## config.mk

```make
export PLATFORM = sky130hd
export DESIGN_NAME = alu_operand_stage_flat
export DESIGN_NICKNAME = d
export VERILOG_FILES = /design/src/rtl/alu_pkg.sv /design/src/rtl/alu_operand_stage_if.sv /design/src/rtl/operand_fwd_mux.sv /design/src/rtl/alu_operand_stage.sv /design/src/flat_wrapper.sv
export SDC_FILE = /design/constraint.sdc
export NUM_CORES = 1
export LEC_CHECK = 0
export CAP_MARGIN = 25
export CORE_ASPECT_RATIO = 0.6
export CORE_MARGIN = 5
export CORE_UTILIZATION = 45
export CTS_CLUSTER_SIZE = 16
export DETAILED_ROUTE_END_ITERATION = 10
export GPL_ROUTABILITY_DRIVEN = 1
export PLACE_DENSITY = 0.95
export SYNTH_ARGS = -nofsm -noshare
export SYNTH_HDL_FRONTEND = slang
export SYNTH_SLANG_ARGS = --single-unit
```

## constraint.sdc

```tcl
create_clock -name clk_w_i -period 5.81 [get_ports clk_w_i]
set_clock_uncertainty 0.1 [all_clocks]
set_input_delay 1.162 -clock clk_w_i [delete_from_list [all_inputs] [get_ports clk_w_i]]
set_output_delay 1.162 -clock clk_w_i [all_outputs]
set_load 0.005 [all_outputs]
```

## src/rtl/alu_pkg.sv

```systemverilog
// Shared definitions for the ALU operand stage: ALU codes, operand selects,
// default widths and the output-register state type.
package alu_pkg;

   localparam int XLEN_DEF   = 32;
   localparam int REG_AW_DEF = 5;

   typedef enum logic [3:0] {
      ALU_ADD  = 4'b0000,
      ALU_SLL  = 4'b0001,
      ALU_SLT  = 4'b0010,
      ALU_SLTU = 4'b0011,
      ALU_XOR  = 4'b0100,
      ALU_SRL  = 4'b0101,
      ALU_OR   = 4'b0110,
      ALU_AND  = 4'b0111,
      ALU_SUB  = 4'b1000,
      ALU_SRA  = 4'b1101
   } alu_op_e;

   localparam logic [1:0] A_SEL_RS1  = 2'b00;
   localparam logic [1:0] A_SEL_PC   = 2'b01;
   localparam logic [1:0] A_SEL_ZERO = 2'b10;

   localparam logic [1:0] B_SEL_RS2  = 2'b00;
   localparam logic [1:0] B_SEL_IMM  = 2'b01;
   localparam logic [1:0] B_SEL_FOUR = 2'b10;

   typedef enum logic {
      ST_EMPTY = 1'b0,
      ST_FULL  = 1'b1
   } stage_state_e;

endpackage

```

## src/rtl/alu_operand_stage_if.sv

```systemverilog
// Decode-side, bypass and execute-side signals of the ALU operand stage.
// master = surrounding pipeline, slave = the operand stage.
interface alu_operand_stage_if
   import alu_pkg::*;
#(
   parameter int XLEN   = XLEN_DEF,
   parameter int REG_AW = REG_AW_DEF
);
   logic              valid_w_i_h;
   logic              ready_w_o_h;
   logic [XLEN-1:0]   rs1_data_w_i;
   logic [XLEN-1:0]   rs2_data_w_i;
   logic [REG_AW-1:0] rs1_addr_w_i;
   logic [REG_AW-1:0] rs2_addr_w_i;
   logic [REG_AW-1:0] rd_addr_w_i;
   logic [XLEN-1:0]   imm_w_i;
   logic [XLEN-1:0]   pc_w_i;
   logic [1:0]        a_sel_w_i;
   logic [1:0]        b_sel_w_i;
   logic [3:0]        alu_control_w_i;
   logic              flush_w_i_h;
   logic              fwd_mem_en_w_i_h;
   logic              fwd_mem_load_w_i_h;
   logic [REG_AW-1:0] fwd_mem_rd_w_i;
   logic [XLEN-1:0]   fwd_mem_data_w_i;
   logic              fwd_wb_en_w_i_h;
   logic [REG_AW-1:0] fwd_wb_rd_w_i;
   logic [XLEN-1:0]   fwd_wb_data_w_i;
   logic              valid_w_o_h;
   logic              ready_w_i_h;
   logic [XLEN-1:0]   a_data_w_o;
   logic [XLEN-1:0]   b_data_w_o;
   logic [3:0]        alu_control_w_o;
   logic [XLEN-1:0]   store_data_w_o;
   logic [REG_AW-1:0] rd_addr_w_o;

   modport master (
      output valid_w_i_h, rs1_data_w_i, rs2_data_w_i, rs1_addr_w_i, rs2_addr_w_i,
             rd_addr_w_i, imm_w_i, pc_w_i, a_sel_w_i, b_sel_w_i, alu_control_w_i,
             flush_w_i_h, fwd_mem_en_w_i_h, fwd_mem_load_w_i_h, fwd_mem_rd_w_i,
             fwd_mem_data_w_i, fwd_wb_en_w_i_h, fwd_wb_rd_w_i, fwd_wb_data_w_i,
             ready_w_i_h,
      input  ready_w_o_h, valid_w_o_h, a_data_w_o, b_data_w_o, alu_control_w_o,
             store_data_w_o, rd_addr_w_o
   );

   modport slave (
      input  valid_w_i_h, rs1_data_w_i, rs2_data_w_i, rs1_addr_w_i, rs2_addr_w_i,
             rd_addr_w_i, imm_w_i, pc_w_i, a_sel_w_i, b_sel_w_i, alu_control_w_i,
             flush_w_i_h, fwd_mem_en_w_i_h, fwd_mem_load_w_i_h, fwd_mem_rd_w_i,
             fwd_mem_data_w_i, fwd_wb_en_w_i_h, fwd_wb_rd_w_i, fwd_wb_data_w_i,
             ready_w_i_h,
      output ready_w_o_h, valid_w_o_h, a_data_w_o, b_data_w_o, alu_control_w_o,
             store_data_w_o, rd_addr_w_o
   );

endinterface

```

## src/rtl/operand_fwd_mux.sv

```systemverilog
// Per-source bypass select: EX/MEM result beats WB result beats register file.
// x0 and in-flight loads are never bypassed.
module operand_fwd_mux
   import alu_pkg::*;
#(
   parameter int XLEN   = XLEN_DEF,
   parameter int REG_AW = REG_AW_DEF
) (
   input  logic [REG_AW-1:0] addr,
   input  logic [XLEN-1:0]   rf_data,
   input  logic              mem_en,
   input  logic              mem_load,
   input  logic [REG_AW-1:0] mem_rd,
   input  logic [XLEN-1:0]   mem_data,
   input  logic              wb_en,
   input  logic [REG_AW-1:0] wb_rd,
   input  logic [XLEN-1:0]   wb_data,
   output logic [XLEN-1:0]   fwd_data
);

   logic src_nonzero;
   logic mem_hit;
   logic wb_hit;

   assign src_nonzero = (addr != '0);
   assign mem_hit     = mem_en && !mem_load && (mem_rd == addr) && src_nonzero;
   assign wb_hit      = wb_en && (wb_rd == addr) && src_nonzero;

   always_comb begin
      fwd_data = rf_data;
      if (mem_hit) begin
         fwd_data = mem_data;
      end else if (wb_hit) begin
         fwd_data = wb_data;
      end
   end

endmodule

```

## src/rtl/alu_operand_stage.sv

```systemverilog
// Decode/execute register in front of the ALU: bypassed operand select,
// load-use stall and a one-entry valid/ready output register.
module alu_operand_stage
   import alu_pkg::*;
#(
   parameter int XLEN   = XLEN_DEF,
   parameter int REG_AW = REG_AW_DEF
) (
   input  logic                clk_w_i,
   input  logic                rst_w_i_l,
   alu_operand_stage_if.slave  bus
);

   logic [XLEN-1:0]   rs1_fwd;
   logic [XLEN-1:0]   rs2_fwd;
   logic [XLEN-1:0]   a_mux;
   logic [XLEN-1:0]   b_mux;
   logic              hazard;
   logic              ready;
   logic              accept;
   logic              vld_p0;
   stage_state_e      state_q;
   stage_state_e      state_d;
   logic [XLEN-1:0]   a_data_p0;
   logic [XLEN-1:0]   b_data_p0;
   logic [XLEN-1:0]   store_data_p0;
   logic [3:0]        alu_control_p0;
   logic [REG_AW-1:0] rd_addr_p0;

   operand_fwd_mux #(.XLEN(XLEN), .REG_AW(REG_AW)) u_fwd_rs1 (
      .addr     (bus.rs1_addr_w_i),
      .rf_data  (bus.rs1_data_w_i),
      .mem_en   (bus.fwd_mem_en_w_i_h),
      .mem_load (bus.fwd_mem_load_w_i_h),
      .mem_rd   (bus.fwd_mem_rd_w_i),
      .mem_data (bus.fwd_mem_data_w_i),
      .wb_en    (bus.fwd_wb_en_w_i_h),
      .wb_rd    (bus.fwd_wb_rd_w_i),
      .wb_data  (bus.fwd_wb_data_w_i),
      .fwd_data (rs1_fwd)
   );

   operand_fwd_mux #(.XLEN(XLEN), .REG_AW(REG_AW)) u_fwd_rs2 (
      .addr     (bus.rs2_addr_w_i),
      .rf_data  (bus.rs2_data_w_i),
      .mem_en   (bus.fwd_mem_en_w_i_h),
      .mem_load (bus.fwd_mem_load_w_i_h),
      .mem_rd   (bus.fwd_mem_rd_w_i),
      .mem_data (bus.fwd_mem_data_w_i),
      .wb_en    (bus.fwd_wb_en_w_i_h),
      .wb_rd    (bus.fwd_wb_rd_w_i),
      .wb_data  (bus.fwd_wb_data_w_i),
      .fwd_data (rs2_fwd)
   );

   always_comb begin
      case (bus.a_sel_w_i)
         A_SEL_PC:   a_mux = bus.pc_w_i;
         A_SEL_ZERO: a_mux = '0;
         default:    a_mux = rs1_fwd;
      endcase
   end

   always_comb begin
      case (bus.b_sel_w_i)
         B_SEL_IMM:  b_mux = bus.imm_w_i;
         B_SEL_FOUR: b_mux = XLEN'(4);
         default:    b_mux = rs2_fwd;
      endcase
   end

   // Both sources are checked whatever the selects say, so the stall is conservative.
   assign hazard = bus.valid_w_i_h && bus.fwd_mem_en_w_i_h && bus.fwd_mem_load_w_i_h &&
                   (bus.fwd_mem_rd_w_i != '0) &&
                   ((bus.fwd_mem_rd_w_i == bus.rs1_addr_w_i) ||
                    (bus.fwd_mem_rd_w_i == bus.rs2_addr_w_i));

   assign vld_p0 = (state_q == ST_FULL);
   assign ready  = (!vld_p0 || bus.ready_w_i_h) && !hazard;
   assign accept = bus.valid_w_i_h && ready && !bus.flush_w_i_h;

   always_ff @(posedge clk_w_i) begin
      if (!rst_w_i_l) begin
         state_q <= ST_EMPTY;
      end else begin
         state_q <= state_d;
      end
   end

   always_comb begin
      state_d = state_q;
      if (bus.flush_w_i_h) begin
         state_d = ST_EMPTY;
      end else if (accept) begin
         state_d = ST_FULL;
      end else if (vld_p0 && bus.ready_w_i_h) begin
         state_d = ST_EMPTY;
      end
   end

   // Stage p0: operands registered for the ALU, held bit-exact while not accepting.
   always_ff @(posedge clk_w_i) begin
      if (!rst_w_i_l) begin
         a_data_p0      <= '0;
         b_data_p0      <= '0;
         store_data_p0  <= '0;
         alu_control_p0 <= 4'(ALU_ADD);
         rd_addr_p0     <= '0;
      end else if (accept) begin
         a_data_p0      <= a_mux;
         b_data_p0      <= b_mux;
         store_data_p0  <= rs2_fwd;
         alu_control_p0 <= bus.alu_control_w_i;
         rd_addr_p0     <= bus.rd_addr_w_i;
      end
   end

   assign bus.ready_w_o_h     = ready;
   assign bus.valid_w_o_h     = vld_p0;
   assign bus.a_data_w_o      = a_data_p0;
   assign bus.b_data_w_o      = b_data_p0;
   assign bus.store_data_w_o  = store_data_p0;
   assign bus.alu_control_w_o = alu_control_p0;
   assign bus.rd_addr_w_o     = rd_addr_p0;

endmodule
```

## src/flat_wrapper.sv

```systemverilog
// flat-port wrapper written by rule: the top's interface ports become plain ports
module alu_operand_stage_flat import alu_pkg::*;
#(
   parameter int XLEN   = XLEN_DEF,
   parameter int REG_AW = REG_AW_DEF
)
  (clk_w_i, rst_w_i_l, bus_valid_w_i_h, bus_rs1_data_w_i, bus_rs2_data_w_i, bus_rs1_addr_w_i, bus_rs2_addr_w_i, bus_rd_addr_w_i, bus_imm_w_i, bus_pc_w_i, bus_a_sel_w_i, bus_b_sel_w_i, bus_alu_control_w_i, bus_flush_w_i_h, bus_fwd_mem_en_w_i_h, bus_fwd_mem_load_w_i_h, bus_fwd_mem_rd_w_i, bus_fwd_mem_data_w_i, bus_fwd_wb_en_w_i_h, bus_fwd_wb_rd_w_i, bus_fwd_wb_data_w_i, bus_ready_w_i_h, bus_ready_w_o_h, bus_valid_w_o_h, bus_a_data_w_o, bus_b_data_w_o, bus_alu_control_w_o, bus_store_data_w_o, bus_rd_addr_w_o);
  alu_operand_stage_if #(.XLEN(XLEN), .REG_AW(REG_AW)) bus_i ();
  input  logic clk_w_i;
  input  logic rst_w_i_l;
  input wire logic [$bits(bus_i.valid_w_i_h)-1:0] bus_valid_w_i_h;
  input wire logic [$bits(bus_i.rs1_data_w_i)-1:0] bus_rs1_data_w_i;
  input wire logic [$bits(bus_i.rs2_data_w_i)-1:0] bus_rs2_data_w_i;
  input wire logic [$bits(bus_i.rs1_addr_w_i)-1:0] bus_rs1_addr_w_i;
  input wire logic [$bits(bus_i.rs2_addr_w_i)-1:0] bus_rs2_addr_w_i;
  input wire logic [$bits(bus_i.rd_addr_w_i)-1:0] bus_rd_addr_w_i;
  input wire logic [$bits(bus_i.imm_w_i)-1:0] bus_imm_w_i;
  input wire logic [$bits(bus_i.pc_w_i)-1:0] bus_pc_w_i;
  input wire logic [$bits(bus_i.a_sel_w_i)-1:0] bus_a_sel_w_i;
  input wire logic [$bits(bus_i.b_sel_w_i)-1:0] bus_b_sel_w_i;
  input wire logic [$bits(bus_i.alu_control_w_i)-1:0] bus_alu_control_w_i;
  input wire logic [$bits(bus_i.flush_w_i_h)-1:0] bus_flush_w_i_h;
  input wire logic [$bits(bus_i.fwd_mem_en_w_i_h)-1:0] bus_fwd_mem_en_w_i_h;
  input wire logic [$bits(bus_i.fwd_mem_load_w_i_h)-1:0] bus_fwd_mem_load_w_i_h;
  input wire logic [$bits(bus_i.fwd_mem_rd_w_i)-1:0] bus_fwd_mem_rd_w_i;
  input wire logic [$bits(bus_i.fwd_mem_data_w_i)-1:0] bus_fwd_mem_data_w_i;
  input wire logic [$bits(bus_i.fwd_wb_en_w_i_h)-1:0] bus_fwd_wb_en_w_i_h;
  input wire logic [$bits(bus_i.fwd_wb_rd_w_i)-1:0] bus_fwd_wb_rd_w_i;
  input wire logic [$bits(bus_i.fwd_wb_data_w_i)-1:0] bus_fwd_wb_data_w_i;
  input wire logic [$bits(bus_i.ready_w_i_h)-1:0] bus_ready_w_i_h;
  output wire logic [$bits(bus_i.ready_w_o_h)-1:0] bus_ready_w_o_h;
  output wire logic [$bits(bus_i.valid_w_o_h)-1:0] bus_valid_w_o_h;
  output wire logic [$bits(bus_i.a_data_w_o)-1:0] bus_a_data_w_o;
  output wire logic [$bits(bus_i.b_data_w_o)-1:0] bus_b_data_w_o;
  output wire logic [$bits(bus_i.alu_control_w_o)-1:0] bus_alu_control_w_o;
  output wire logic [$bits(bus_i.store_data_w_o)-1:0] bus_store_data_w_o;
  output wire logic [$bits(bus_i.rd_addr_w_o)-1:0] bus_rd_addr_w_o;
  assign bus_i.valid_w_i_h = bus_valid_w_i_h;
  assign bus_i.rs1_data_w_i = bus_rs1_data_w_i;
  assign bus_i.rs2_data_w_i = bus_rs2_data_w_i;
  assign bus_i.rs1_addr_w_i = bus_rs1_addr_w_i;
  assign bus_i.rs2_addr_w_i = bus_rs2_addr_w_i;
  assign bus_i.rd_addr_w_i = bus_rd_addr_w_i;
  assign bus_i.imm_w_i = bus_imm_w_i;
  assign bus_i.pc_w_i = bus_pc_w_i;
  assign bus_i.a_sel_w_i = bus_a_sel_w_i;
  assign bus_i.b_sel_w_i = bus_b_sel_w_i;
  assign bus_i.alu_control_w_i = bus_alu_control_w_i;
  assign bus_i.flush_w_i_h = bus_flush_w_i_h;
  assign bus_i.fwd_mem_en_w_i_h = bus_fwd_mem_en_w_i_h;
  assign bus_i.fwd_mem_load_w_i_h = bus_fwd_mem_load_w_i_h;
  assign bus_i.fwd_mem_rd_w_i = bus_fwd_mem_rd_w_i;
  assign bus_i.fwd_mem_data_w_i = bus_fwd_mem_data_w_i;
  assign bus_i.fwd_wb_en_w_i_h = bus_fwd_wb_en_w_i_h;
  assign bus_i.fwd_wb_rd_w_i = bus_fwd_wb_rd_w_i;
  assign bus_i.fwd_wb_data_w_i = bus_fwd_wb_data_w_i;
  assign bus_i.ready_w_i_h = bus_ready_w_i_h;
  assign bus_ready_w_o_h = bus_i.ready_w_o_h;
  assign bus_valid_w_o_h = bus_i.valid_w_o_h;
  assign bus_a_data_w_o = bus_i.a_data_w_o;
  assign bus_b_data_w_o = bus_i.b_data_w_o;
  assign bus_alu_control_w_o = bus_i.alu_control_w_o;
  assign bus_store_data_w_o = bus_i.store_data_w_o;
  assign bus_rd_addr_w_o = bus_i.rd_addr_w_o;
  alu_operand_stage #(.XLEN(XLEN), .REG_AW(REG_AW)) u_core (.clk_w_i(clk_w_i), .rst_w_i_l(rst_w_i_l), .bus(bus_i));
endmodule
```

Yosys cells after proc, flatten, opt, wreduce, memory -nomap -nowiden
Index checks and enable logic that the tools add are counted.

Bitwise logic cells: 1. Muxes and demuxes: 8. Eq/ne operators: 8. Reduce and logical (&&, ||, !) cells: 28.

Operators with widths (number): 2-to-1 mux 32 bit (4); one-hot mux 32 bit (2 select lines) (2); equality test 5 bit (4); logical AND 1 bit (17); nonzero test 5 bit (3); equality test 2 x 1 -> 1 bit, second input constant (2); equality test 2 bit, second input constant (2); zero test 1 bit (4); logical OR 1 bit (2); 2-to-1 mux 1 bit (2); nonzero test 2 bit (1); OR reduction 2 bit (1); NOT 1 bit (1).

Bits in registers: 106. Logic and storage cells: 51.

Longest topological paths before layout
Gate-level depths: netlist of run 1.

Depth in word-level cells: 9. Gate-level depth with buffers: 8. Mapped depth without buffers: 5.

Hierarchy
Synthesis of run 1 repeated with hierarchy kept, for this count alone.

Cells, all modules: 824. Area, all modules: 6675.2 µm².

Modules (own cells, without submodules): alu_operand_stage (area each 5006.1 µm², times used 1, cells each 572, sequential area each 2122.0 µm²); operand_fwd_mux (area each 834.6 µm², times used 2, cells each 126, sequential area each 0.0 µm²).

Worst setup path before layout of run 1
Ideal clock, no wire load.

Path kind: input port to output port. Start point: in bus_fwd_mem_rd_w_i[3]. End point: out bus_ready_w_o_h. Stages on the path: 7. Arrival time: 2.592 ns. Path slack: 1.956 ns. Cell sequence: clkbuf_1 > or4_4 > o211ai_4 > buf_4 > buf_4 > nor2_1 > a21oi_1.

Cells in the longest elaborated chain, start to end: 5.

RTL lines: start: declaration (RTL line flat_wrapper.sv:25) `input wire logic [$bits(bus_i.fwd_mem_rd_w_i)-1:0] bus_fwd_mem_rd_w_i;`; equality test 5 bit, or another cell as far along (RTL line alu_operand_stage.sv:75) `((bus.fwd_mem_rd_w_i == bus.rs1_addr_w_i) ||`; logical OR 1 bit or logical AND 1 bit (tied branches) (RTL line alu_operand_stage.sv:75, alu_operand_stage.sv:73); logical AND 1 bit (*) (RTL line alu_operand_stage.sv:74) `(bus.fwd_mem_rd_w_i != '0) &&`; zero test 1 bit (*) (RTL line alu_operand_stage.sv:79) `assign ready = (!vld_p0 || bus.ready_w_i_h) && !hazard;`; logical AND 1 bit (*) (RTL line alu_operand_stage.sv:79); end: declaration (RTL line flat_wrapper.sv:31) `output wire logic [$bits(bus_i.ready_w_o_h)-1:0] bus_ready_w_o_h;`.

Every way passes the cells marked *; elsewhere a longest branch is shown, timed or not.

Worst setup path in the final report of run 1
Start point: in bus_rs2_addr_w_i[3]. End point: out bus_ready_w_o_h.

Cells in the longest elaborated chain, start to end: 5.

RTL lines: start: declaration (RTL line flat_wrapper.sv:15) `input wire logic [$bits(bus_i.rs2_addr_w_i)-1:0] bus_rs2_addr_w_i;`; equality test 5 bit (RTL line alu_operand_stage.sv:76) `(bus.fwd_mem_rd_w_i == bus.rs2_addr_w_i));`; logical OR 1 bit (RTL line alu_operand_stage.sv:75); logical AND 1 bit (RTL line alu_operand_stage.sv:74); zero test 1 bit (RTL line alu_operand_stage.sv:79); logical AND 1 bit (RTL line alu_operand_stage.sv:79).

No other way between the ends.

==> qor.yml, run 1 <==
status: "completed"
cp_cell_sequence: "clkdlybuf4s50_1 -> xor2_1 -> o22a_1 -> nor2_1 -> a21oi_1 -> clkdlybuf4s50_1"
rows: 35
finish.utilization_pct: 70.2
gr-usage-all-layers_pct: 35.5
antenna_left: 0
synth_edf_count: 0
vias: 9130
core-area_mm2: 0.0153
timing.rr.end: "u_core.bus.store_data_w_o[21]$_SDFFE_PN0P_"
hold_ws_ns: 0.373
grt_first_pass_wirelength_mm: 50.3
worst_pin_slew_ns: 1.07
routed_wl_mm: 34.8
hold_viol: 0
synth_top_area_cell: "dfxtp_1"
grt_max_degree: 74
netlist_area_mm2: 0.00703
end_kind: "primary output"
critPathMaxStageDelay_ns: 0.68
synth_area_leaders: "dfxtp_1 (30%), a21oi_1 (9.3%), o31a_1 (8.0%)"
cts_buffer_depth: 2
die-height_um: 107
syn_inst: 886
r2r_slack_ns: 3.50
syn-num-nets: 1122
clock_latency_ns: 0.34
rsz0062_at_grt: "no"
dp_hpwl_mm: 25.4
via_per_inst: 6.71
fmax_mhz: 215
pre_cts_slack_ns: 1.18
fin_cells: 1360
hold_end: "u_core.bus.rd_addr_w_o[3]$_SDFFE_PN0P_"
final_layout_size_suffix_gt1_share_pct: 5.10
cts-root-buf: "clkbuf_16"
wl_met1_mm: 13.6
synth_top_flop_cell: "dfxtp_1"
crit_type: "primary input to primary output"
cts_setup_buffers: 0
hp-class: "flop to flop"
cts_sinks: 106
synth_cell_types: 42
dp_cells: 1341
hold_buffers: 0
finalPower_mw: 2.16
fin_ws_ns: 1.15
yosys_warnings: 0
place_congestion: 1.09
nNetsFinal: 1387
critPathArrivalTime_ns: 3.40
drc: 0
drtPass1Iterations: 10
ys_seq_area_share_pct: 30.2
overflow: 0
die_w_um: 171
clk_pin_slew_ns: 0.07
wl_met2_mm: 14.7
period_share_pct: 80.2
area_delta_synth_final_pct: 53.2
powerDensity_mw_per_mm2: 201
cp_top_family: "buffers and inverters"
maxSlewViolCount: 0
yosys.cell_count.top_type: "a21oi_1"
syn_avg_cell_area_um2: 7.93
wl_met3_mm: 5.51
min_from: "u_core.bus.rd_addr_w_o[3]$_SDFFE_PN0P_"
cts_buffers: 9
finalSetupTns_ns: 0
port-buffer-count: 339
netlist.area_leader.share_pct: 30.2
startpoint_type: "primary input"
wl_per_cell_um: 25.6
top_layer: "met4"
maxCapViolations: 0
critical_path.slowest_cell: "clkdlybuf4s50_1"
cts_max_level: 3
timing.rr.start: "u_core.bus.valid_w_o_h$_SDFFE_PP0P_"
initial_core_util_pct: 45.8
p_leak_nw: 3.63
place_area_mm2: 0.0105
layout_min_cycle_time_ns: 4.66
grt_antenna_before_repair: 1
dr.first_iter.drc_count: 1646
async_reset_ff_share_pct: 0
critPathMaxFanout: 6
fin_area_mm2: 0.0108
min_path_cells: 2
slew_headroom_pct: 28.7
synth-seq-cells: 106
dieArea_mm2: 0.0183
cts-resized-gates: 0
grt_pass1_vias: 8331
pin_count: 340
synthTopCellsByCount: "a21oi_1 (130), dfxtp_1 (106), clkbuf_1 (67)"
crit_buf_inv: 2
crit_top_cell: "clkdlybuf4s50_1"
crit_required_ns: 4.55
cts_tree: "done"
setup_viol: 0
reg2reg_depth: 5
peakVddDrop_mv: 0.130
[worst register-to-register path: stages, from the launching register on]
cell,delay (ns)
dfxtp_1,0.32
nor2b_1,0.17
nor3_2,0.15
buf_4,0.40
o211a_2,0.86
a22o_1,0.27
[area by class of cell]
type,instances,area [µm²]
multi-input combinational,662,4430
clock buffer,11,233
tap,203,254
timing repair buffer,365,3660
inverter,7,26.3
fill,1199,4560
antenna,1,2.50
clock inverter,5,37.5
sequential,106,2120
[layer usage]
metal / vias to the layer above / global-route usage, %
met5: - / 0
met4: 0 / 7.57
met3: 95 / 14.8
met2: 752 / 52.4
met1: 4287 / 48.7
li1: 3996 / -
[how the worst max path moves through the flow]
stage	start	end	slack [ns]	cells after the start
floorplan	bus_fwd_mem_rd_w_i[3]	bus_ready_w_o_h	1.96	7
global placement	bus_rs2_addr_w_i[3]	bus_ready_w_o_h	1.27	6
detailed placement	bus_rs2_addr_w_i[3]	bus_ready_w_o_h	1.18	6
CTS	bus_rs2_addr_w_i[3]	bus_ready_w_o_h	1.15	6
global route	bus_rs2_addr_w_i[3]	bus_ready_w_o_h	1.07	6
finish	bus_rs2_addr_w_i[3]	bus_ready_w_o_h	1.15	6
[cells in the final DEF, fill, tap and decap left out, types with 3 or more instances in the layout]
| cell | instances |
|---|---|
| o211ai_4 | 3 |
| buf_4 | 20 |
| xor2_1 | 8 |
| xnor2_1 | 14 |
| inv_1 | 6 |
| dfxtp_1 | 106 |
| mux2i_1 | 9 |
| clkdlybuf4s50_1 | 338 |
| a22o_1 | 32 |
| a21oi_1 | 130 |
| a31oi_1 | 64 |
| nand2_1 | 18 |
| a311oi_1 | 32 |
| nor3_1 | 32 |
| o21ai_1 | 6 |
| buf_16 | 3 |
| o31a_1 | 64 |
| ha_1 | 3 |
| nand4_1 | 66 |
| clkbuf_16 | 9 |
| o31ai_1 | 33 |
| nor3_2 | 3 |
| and2_1 | 63 |
| o21ai_0 | 59 |
[state kept, by name, summed over array words and instances (netlist names)]
| name | flops |
|---|---|
| u_core.bus.alu_control_w_o | 4 |
| u_core.bus.store_data_w_o | 32 |
| u_core.bus.valid_w_o_h | 1 |
| u_core.bus.b_data_w_o | 32 |
| u_core.bus.rd_addr_w_o | 5 |
| u_core.bus.a_data_w_o | 32 |
[logic make-up after synthesis]
family / synth area share, %
AO/OA/AOI/OAI: 41.1
AND/OR/NAND/NOR: 16.3
buffers and inverters: 7.78
flip-flops: 30.2
XOR/XNOR: 2.74
multiplexers: 1.28
adder cells (fa/ha/maj): 0.534
[where the power goes]
part           switching (mW)  total (mW)  internal [mW]
sequential             0.0365       0.823          0.786
combinational           0.367       0.752          0.385
clock                   0.295       0.590          0.295
total                   0.698        2.16           1.47
Power figures use the tool's default switching activity.
==> run 2, diff against run 1 <==
- CORE_UTILIZATION: 45 -> 42
- PLACE_DENSITY: 0.95 -> 0.9
- clock period: 5.81 -> 4.5 ns (I/O delays scaled with it)
==> run 2 against run 1 <==
Routed wire length shrank 1.3%. Total power grew 31%. Largest cell class unchanged. First-iteration DRC count fell by 16%. Worst hold slack worse by 0.0080 ns. Critical path type unchanged. Via count shrank 0.76%. Sequential share of layout area down 0.091 points. Sequential power is 29% higher. Non-clock buffer count up 3. Sequential cell count is the same. Critical path depth did not move. Cell count is 1.9% higher.
==> qor.yml, run 2 (same netlist as run 1, synthesis figures left out) <==
initial_core_util_pct: 43.1  # -2.8 points
timing.rr.end: "u_core.bus.b_data_w_o[9]$_SDFFE_PN0P_"
grt_max_degree: 69  # -6.8%
area_delta_synth_final_pct: 53.9
cts_sinks: 106  # unchanged
cts-resized-gates: 0  # unchanged
drtPass1Iterations: 6  # -4
grt_antenna_before_repair: 1  # unchanged
rsz0062_at_grt: "no"
nNetsFinal: 1390  # +0.22%
wl_per_cell_um: 24.8  # -3.1%
dr.first_iter.drc_count: 1383  # -16%
p_leak_nw: 3.65  # +0.39%
min_from: "u_core.bus.alu_control_w_o[0]$_SDFFE_PN0P_"
min_path_cells: 2  # unchanged
gr-usage-all-layers_pct: 33.4  # -2.2 points
powerDensity_mw_per_mm2: 262  # +30%
overflow: 0  # unchanged
hp-class: "flop to flop"
port-buffer-count: 339  # unchanged
final_layout_size_suffix_gt1_share_pct: 5.36  # +0.25 points
hold_end: "u_core.bus.alu_control_w_o[0]$_SDFFE_PN0P_"
via_per_inst: 6.54  # -2.6%
cts_buffer_depth: 2  # unchanged
seq_power_share_pct: 37.4  # -0.6 points
pre_cts_slack_ns: 0.514  # -0.663 ns
hold_ws_ns: 0.365  # -0.00796 ns
cts_max_level: 3  # unchanged
critPathArrivalTime_ns: 3.01  # -0.39 ns
swShare_pct: 31.3  # -1.0 points
cts-root-buf: "clkbuf_16"
final_common_cell: "clkdlybuf4s50_1"
routed_wl_mm: 34.4  # -1.3%
dp_hpwl_mm: 24.6  # -2.9%
layout_min_cycle_time_ns: 4.01
worst_pin_slew_ns: 1.01  # -0.0561 ns
setup_viol: 0  # unchanged
final_cell_mix: "clkdlybuf4s50_1 (338), a21oi_1 (130), dfxtp_1 (106)"
grt_first_pass_wirelength_mm: 50.5  # +0.44%
vias: 9061  # -0.76%
timing.rr.start: "u_core.bus.valid_w_o_h$_SDFFE_PP0P_"
status: "completed"
finalSetupTns_ns: 0  # unchanged
critPathMaxFanout: 6  # unchanged
pin_count: 340  # unchanged
crit_type: "primary input to primary output"
clk_pin_slew_ns: 0.07  # about the same
slew_headroom_pct: 32.2  # +3.4 points
hold_viol: 0  # unchanged
dieArea_mm2: 0.0195  # +6.6%
hold_buffers: 0  # unchanged
crit_required_ns: 3.50  # -1.05 ns
p_clk_share_pct: 28.7  # +1.4 points
cts_buffers: 9  # unchanged
die_w_um: 177  # +3.3%
startpoint_type: "primary input"
fin_cells: 1386  # +1.9%
antenna_left: 0  # unchanged
r2r_slack_ns: 2.31  # -1.19 ns
intPower_mw: 1.95  # +33%
dp_cells: 1369  # +2.1%
fmax_mhz: 250
peakVddDrop_mv: 0.164  # +26%
core-area_mm2: 0.0163  # +6.4%
rows: 36  # +2.9%
die-height_um: 110  # +3.2%
clock_latency_ns: 0.34  # about the same
period_share_pct: 89.0
power_switching_mw: 0.887  # +27%
grt_pass1_vias: 8528  # +2.4%
maxCapViolations: 0  # unchanged
cts_setup_buffers: 0  # unchanged
maxSlewViolCount: 0  # unchanged
place_congestion: 0.943  # -14%
comb_power_share_pct: 34.0  # -0.7 points
drc: 0  # unchanged
cts_tree: "done"
fin_ws_ns: 0.493  # -0.655 ns
reg2reg_depth: 6  # +1
end_kind: "primary output"
run 2: cell count changes in the layout (fill, tap and decap cells not counted), moves of 2 or more:
| cell | change |
|---|---|
| clkbuf_1 | -2 |
| inv_6 | -2 |
| buf_16 | -2 |
| buf_4 | +5 |
| buf_12 | +2 |
run 2: power by group through the flow:
stage	Clock (mW)	Combinational [mW]	Sequential, mW
floorplan	0	0.397	1.08
global placement	0	0.922	1.08
detailed placement	0	0.934	1.08
CTS	0.826	0.937	1.06
global route	0.866	1.02	1.07
finish	0.813	0.964	1.06
run 2: critical path, cell delays in order:
cell	delay (ns)
clkdlybuf4s50_1	0.69
xor2_1	0.39
o22a_1	0.25
nor2_1	0.06
a21oi_1	0.18
clkdlybuf4s50_1	0.53
run 2: layer usage:
metal | vias to the layer above | share of wire, % | wire length, µm | global-route usage [%]
met2 | 772 | 43 | 14700 | 49.9
met5 | - | 0 | 0 | 0
met1 | 4183 | 40 | 13700 | 45.5
li1 | 4007 | - | - | -
met4 | 0 | 2.8 | 967 | 9.22
met3 | 99 | 15 | 5100 | 12.3
run 2: cell type report:
class                      instances  area, µm²
timing repair buffer             368       3660
antenna                            1       2.50
tap                              228        285
multi-input combinational        662       4430
clock buffer                      10        239
sequential                       106       2120
inverter                           7       26.3
fill                            1352       5490
clock inverter                     4       53.8
run 2: through the flow:
step	cell area [µm²]	total power, mW	utilization, %
final	10800	2.84	66.3
after floorplan	7030	1.48	-
after detailed placement	10500	2.01	64.3
after global placement	10500	2.00	64.3
after global routing	10800	2.95	66.3
after CTS	10800	2.82	66.1
run 2: worst max path at each step:
| stage | from | end | slack [ns] | cells past startpoint |
|---|---|---|---|---|
| 3_3_place_gp | bus_fwd_mem_rd_w_i[3] | bus_ready_w_o_h | 0.58 | 6 |
| 5_1_grt | bus_rs2_addr_w_i[3] | bus_ready_w_o_h | 0.33 | 6 |
| 3_5_place_dp | bus_rs2_addr_w_i[3] | bus_ready_w_o_h | 0.51 | 6 |
| 2_1_floorplan | bus_fwd_mem_rd_w_i[3] | bus_ready_w_o_h | 1.17 | 7 |
| 6_report | bus_rs2_addr_w_i[3] | bus_ready_w_o_h | 0.49 | 6 |
| 4_1_cts | bus_rs2_addr_w_i[3] | bus_ready_w_o_h | 0.50 | 6 |
==> RTL change 1: new RTL, settings of run 1 <==
Change the package constant `REG_AW_DEF` from 5 to 3.
--- a/src/rtl/alu_pkg.sv
+++ b/src/rtl/alu_pkg.sv
@@ -4,5 +4,5 @@
 
    localparam int XLEN_DEF   = 32;
-   localparam int REG_AW_DEF = 5;
+   localparam int REG_AW_DEF = 3;
 
    typedef enum logic [3:0] {
Ports: changed (6 resized); port bits go from 340 to 328. No check against the original RTL was run, so the function may have changed too.
==> RTL change 1 against run 1 <==
- wire length fell by 10%
- die area fell by 2.4%
- sequential cell count fell by 2
- area after synthesis fell by 2.6%
- worst setup slack improved by 0.21 ns
- via count fell by 5.0%
- maximum frequency rose by 4.6%
- power fell by 4.4%
- hold slack improved by 0.0041 ns
- global-route usage fell by 2.5 points
- design area fell by 3.2%
- critical endpoint unchanged
==> RTL change 1: results (changes against run 1) <==
| Metric | Value |
|---|---|
| Most instantiated cells after synthesis | `sky130_fd_sc_hd__dfxtp_1, sky130_fd_sc_hd__nand2_1, sky130_fd_sc_hd__clkbuf_1 (was sky130_fd_sc_hd__a21oi_1, sky130_fd_sc_hd__dfxtp_1, sky130_fd_sc_hd__clkbuf_1)` |
| Destination of the worst register-to-register timing path | `u_core.bus.a_data_w_o[26]$_SDFFE_PN0P_ (was u_core.bus.store_data_w_o[21]$_SDFFE_PN0P_)` |
| CP Max Fanout | `18 (was 6)` |
| Vias in the first global route | `8491 (was 8331)` |
| Static Leak | `3.73 nW (was 3.63 nW)` |
| Syn nets | `1113 (was 1122)` |
| Final weighted congestion of routability-driven global placement | `0.952 (was 1.09)` |
| Vias per inst | `6.47 (was 6.71)` |
| Number of iterations in the first detailed-routing pass | `5 (was 10)` |
| Worst hold slack after final layout | `0.377 ns (was 0.373 ns)` |
| Register-to-register setup slack | `2.78 ns (was 3.50 ns)` |
| GR Layer Usage met2 | `54.5% (was 52.4%)` |
| Count of fill cells added during filler insertion | `1184 (was 1199)` |
| Met1 Use GR | `41.1% (was 48.7%)` |
| Slowest stage delay, CP | `0.53 ns (was 0.68 ns)` |
| Proportion of layout cells with a drive suffix above 1 | `5.35% (was 5.10%)` |
| DPL Wire Length | `22600 um (was 25400 um)` |
| All-layer global routing usage | `33.0% (was 35.5%)` |
| Result of the run | `completed (unchanged)` |
| Critical path origin | `bus_valid_w_i_h (was bus_rs2_addr_w_i[3])` |
| Number of buffer cells added on primary ports | `327 (was 339)` |
| Number of instances in the synthesized netlist | `887 (was 886)` |
| Max-slew headroom at the worst pin | `29.4% (was 28.7%)` |
| Synth cell types | `46 (was 42)` |
| Ranking of synthesized cells by area | `sky130_fd_sc_hd__dfxtp_1, sky130_fd_sc_hd__a311oi_1, sky130_fd_sc_hd__a21boi_0 (was sky130_fd_sc_hd__dfxtp_1, sky130_fd_sc_hd__a21oi_1, sky130_fd_sc_hd__o31a_1)` |
| GR Layer Usage met3 | `7.07% (was 14.8%)` |
| Fraction of synthesized cell area taken by the top area cell type | `30.4% (was 30.2%)` |
| IR Drop Worst-Case VDD | `0.127 mV (was 0.130 mV)` |
| DRC marker count from the first detailed-route iteration | `1283 (was 1646)` |
| Total wire length | `31300 um (was 34800 um)` |
| First-pass GRT wire length | `47500 um (was 50300 um)` |
[RTL change 1: logic make-up after synthesis]
kind of cell	share of synthesized area (%)
buffers and inverters	8.62
adders and majority gates	0.549
and+or+nand+nor	21.2
AOI/OAI and AO/OA	38.2
DFF	30.4
xor gates and xnor gates	1.02
[RTL change 1: per-layer routing]
metal  vias up  part of all wire, %
met2       611                   46
met4         2                  5.3
met3       120                   11
met1      4030                   38
li1       3907                    -
met5         -                0.035
[RTL change 1: worst min-delay path: cells and delay by family (launching register included)]
family | cells | cell delay, ns
AO/OA/AOI/OAI | 2 | 0.12
flip-flops | 1 | 0.31
[RTL change 1: worst min path at each step]
stage | cells after the start | startpoint | endpoint
CTS | 2 | u_core.bus.rd_addr_w_o[0]$_SDFFE_PN0P_ | u_core.bus.rd_addr_w_o[0]$_SDFFE_PN0P_
floorplan | 2 | u_core.bus.store_data_w_o[2]$_SDFFE_PN0P_ | u_core.bus.store_data_w_o[2]$_SDFFE_PN0P_
finish | 2 | u_core.bus.alu_control_w_o[0]$_SDFFE_PN0P_ | u_core.bus.alu_control_w_o[0]$_SDFFE_PN0P_
global placement | 2 | u_core.bus.rd_addr_w_o[0]$_SDFFE_PN0P_ | u_core.bus.rd_addr_w_o[0]$_SDFFE_PN0P_
detailed placement | 2 | u_core.bus.alu_control_w_o[0]$_SDFFE_PN0P_ | u_core.bus.alu_control_w_o[0]$_SDFFE_PN0P_
global route | 2 | u_core.bus.alu_control_w_o[0]$_SDFFE_PN0P_ | u_core.bus.alu_control_w_o[0]$_SDFFE_PN0P_
[RTL change 1: final cells by class]
| type | count | area, um^2 | area share (%) |
|---|---|---|---|
| multi-input combinational | 644 | 4230 | 40.5 |
| tap | 198 | 248 | 2.38 |
| sequential | 104 | 2080 | 20.0 |
| antenna | 1 | 2.50 | 0.0240 |
| timing repair buffer | 345 | 3430 | 32.9 |
| inverter | 32 | 120 | 1.15 |
| clock buffer | 10 | 239 | 2.29 |
| clock inverter | 6 | 73.8 | 0.708 |
[RTL change 1: power breakdown]
group          internal, W  switching, W  leakage (nW)  total (W)
combinational     0.000320      0.000298          2.72   0.000618
sequential        0.000761     0.0000284         0.854   0.000789
clock             0.000354      0.000308         0.154   0.000663
total              0.00144      0.000634          3.73    0.00207
[RTL change 1: stage by stage]
stage / cell area [um^2] / utilization [%] / setup slack, ns
final: 10400 / 71.0 / 1.35
after global placement: 10100 / 68.6 / 1.40
after CTS: 10400 / 70.9 / 1.38
after global routing: 10400 / 71.0 / 1.27
after floorplan: 6840 / - / 2.35
after detailed placement: 10100 / 68.8 / 1.38
==> RTL change 2: new RTL, config.mk and constraints of run 1 <==
Made on the original files. Reset style: asynchronous (`rst_w_i_l`), changed in 2 clocked blocks.
--- a/src/rtl/alu_operand_stage.sv
+++ b/src/rtl/alu_operand_stage.sv
@@ -80,5 +80,5 @@
    assign accept = bus.valid_w_i_h && ready && !bus.flush_w_i_h;
 
-   always_ff @(posedge clk_w_i) begin
+   always_ff @(posedge clk_w_i or negedge rst_w_i_l) begin
       if (!rst_w_i_l) begin
          state_q <= ST_EMPTY;
@@ -100,5 +100,5 @@
 
    // Stage p0: operands registered for the ALU, held bit-exact while not accepting.
-   always_ff @(posedge clk_w_i) begin
+   always_ff @(posedge clk_w_i or negedge rst_w_i_l) begin
       if (!rst_w_i_l) begin
          a_data_p0      <= '0;
Behaviour: differs if rst_w_i_l is asserted again (counterexample within 4 cycles, from zero or initial values and one cycle with rst_w_i_l low); with rst_w_i_l held inactive, the same outputs for 10 cycles.
==> RTL change 2 against run 1 <==
- core utilization up 1.6 points
- worst setup slack better by 0.37 ns
- wire length down 17%
- area after synthesis down 7.4%
- design area down 4.3%
- sequential cell count unchanged
- power up 16%
- critical endpoint unchanged
- final cell count down 11%
- die area down 6.9%
- first-iteration DRC count down 58%
==> RTL change 2: results (changes against run 1) <==
| Metric | Value |
|---|---|
| Chip width | `165 um (was 171 um)` |
| Most instantiated cells after synthesis | `sky130_fd_sc_hd__nand2_1, sky130_fd_sc_hd__dfrtp_1, sky130_fd_sc_hd__mux2_2 (was sky130_fd_sc_hd__a21oi_1, sky130_fd_sc_hd__dfxtp_1, sky130_fd_sc_hd__clkbuf_1)` |
| CP Max Fanout | `5 (was 6)` |
| Plain + repair buffers | `358 (was 365)` |
| Number of clock buffers in the layout | `10 (was 11)` |
| Cell Count Post-Placement | `1185 (was 1341)` |
| Final std cell area, no fill | `0.0103 mm^2 (was 0.0108 mm^2)` |
| Portion of the layout cell area used by clock cells | `2.95% (was 2.51%)` |
| Async S/R FF share, synth | `100% (was 0%)` |
| Area post-placement | `0.00993 mm^2 (was 0.0105 mm^2)` |
| Max-slew headroom at the worst pin | `33.0% (was 28.7%)` |
| DRC marker count from the first detailed-route iteration | `684 (was 1646)` |
| Multiplexer fraction of the synthesized cell area | `12.6% (was 1.28%)` |
| Antenna diode count | `3 (was 1)` |
| Result of the run | `completed (unchanged)` |
| #MultiIn Comb | `520 (was 662)` |
| Number of iterations in the first detailed-routing pass | `5 (was 10)` |
| Multi-input gate share of total cell area | `33.9% (was 41.1%)` |
| DPL Wire Length | `22200 um (was 25400 um)` |
| Fraction of the mapped netlist area in adder cells | `0.577% (was 0.534%)` |
| Slowest stage delay, CP | `0.64 ns (was 0.68 ns)` |
| Pre-CTS setup slack | `1.52 ns (was 1.18 ns)` |
| Initial antenna violation count | `3 (was 1)` |
| Prevailing post-synth register cell | `sky130_fd_sc_hd__dfrtp_1 (was sky130_fd_sc_hd__dfxtp_1)` |
| Proportion of layout cells with a drive suffix above 1 | `11.2% (was 5.10%)` |
| All-layer global routing usage | `32.7% (was 35.5%)` |
| Vias per inst | `5.94 (was 6.71)` |
| Compound-cell area share of the yosys netlist | `20.5% (was 41.1%)` |
| Number of non-clock inverters | `5 (was 7)` |
| Number of instances in the synthesized netlist | `703 (was 886)` |
-- RTL change 2: cell count changes in the layout (fill, tap and decap cells not counted), sizes merged, moves of 64 or more --
| cell | change |
|---|---|
| mux2 | +72 |
| dfrtp | +106 |
| a21oi | -128 |
| dfxtp | -106 |
| o31a | -64 |
| nand4 | -65 |
| nand2 | +116 |
-- RTL change 2: path summary, 6_finish.rpt --
| path | start | endpoint | slack [ns] | cells after the start |
|---|---|---|---|---|
| min in group asynchronous | rst_w_i_l | u_core.bus.a_data_w_o[31]$_DFFE_PN0P_ | 0.83 | 1 |
| max in group asynchronous | rst_w_i_l | u_core.bus.store_data_w_o[17]$_DFFE_PN0P_ | 3.68 | 2 |
| setup reg to reg | u_core.bus.valid_w_o_h$_DFFE_PN0P_ | u_core.bus.b_data_w_o[22]$_DFFE_PN0P_ | 3.73 | 5 |
| hold / removal | u_core.bus.a_data_w_o[3]$_DFFE_PN0P_ | u_core.bus.a_data_w_o[3]$_DFFE_PN0P_ | 0.40 | 1 |
| setup / recovery | bus_rs2_addr_w_i[4] | bus_ready_w_o_h | 1.52 | 8 |
| hold reg to reg | u_core.bus.a_data_w_o[3]$_DFFE_PN0P_ | u_core.bus.a_data_w_o[3]$_DFFE_PN0P_ | 0.40 | 1 |
-- RTL change 2: power breakdown --
| group | switching [W] | internal (W) |
|---|---|---|
| clock | 0.000302 | 0.000341 |
| combinational | 0.000335 | 0.000557 |
| sequential | 0.0000884 | 0.000882 |
| total | 0.000725 | 0.00178 |
-- RTL change 2: routing by layer --
metal / up-vias / global-route usage (%) / part of all wire (%)
li1: 3211 / - / -
met5: - / 0 / 0
met2: 377 / 57.0 / 49
met1: 3505 / 38.1 / 38
met4: 0 / 13.5 / 3.5
met3: 65 / 9.39 / 9.4
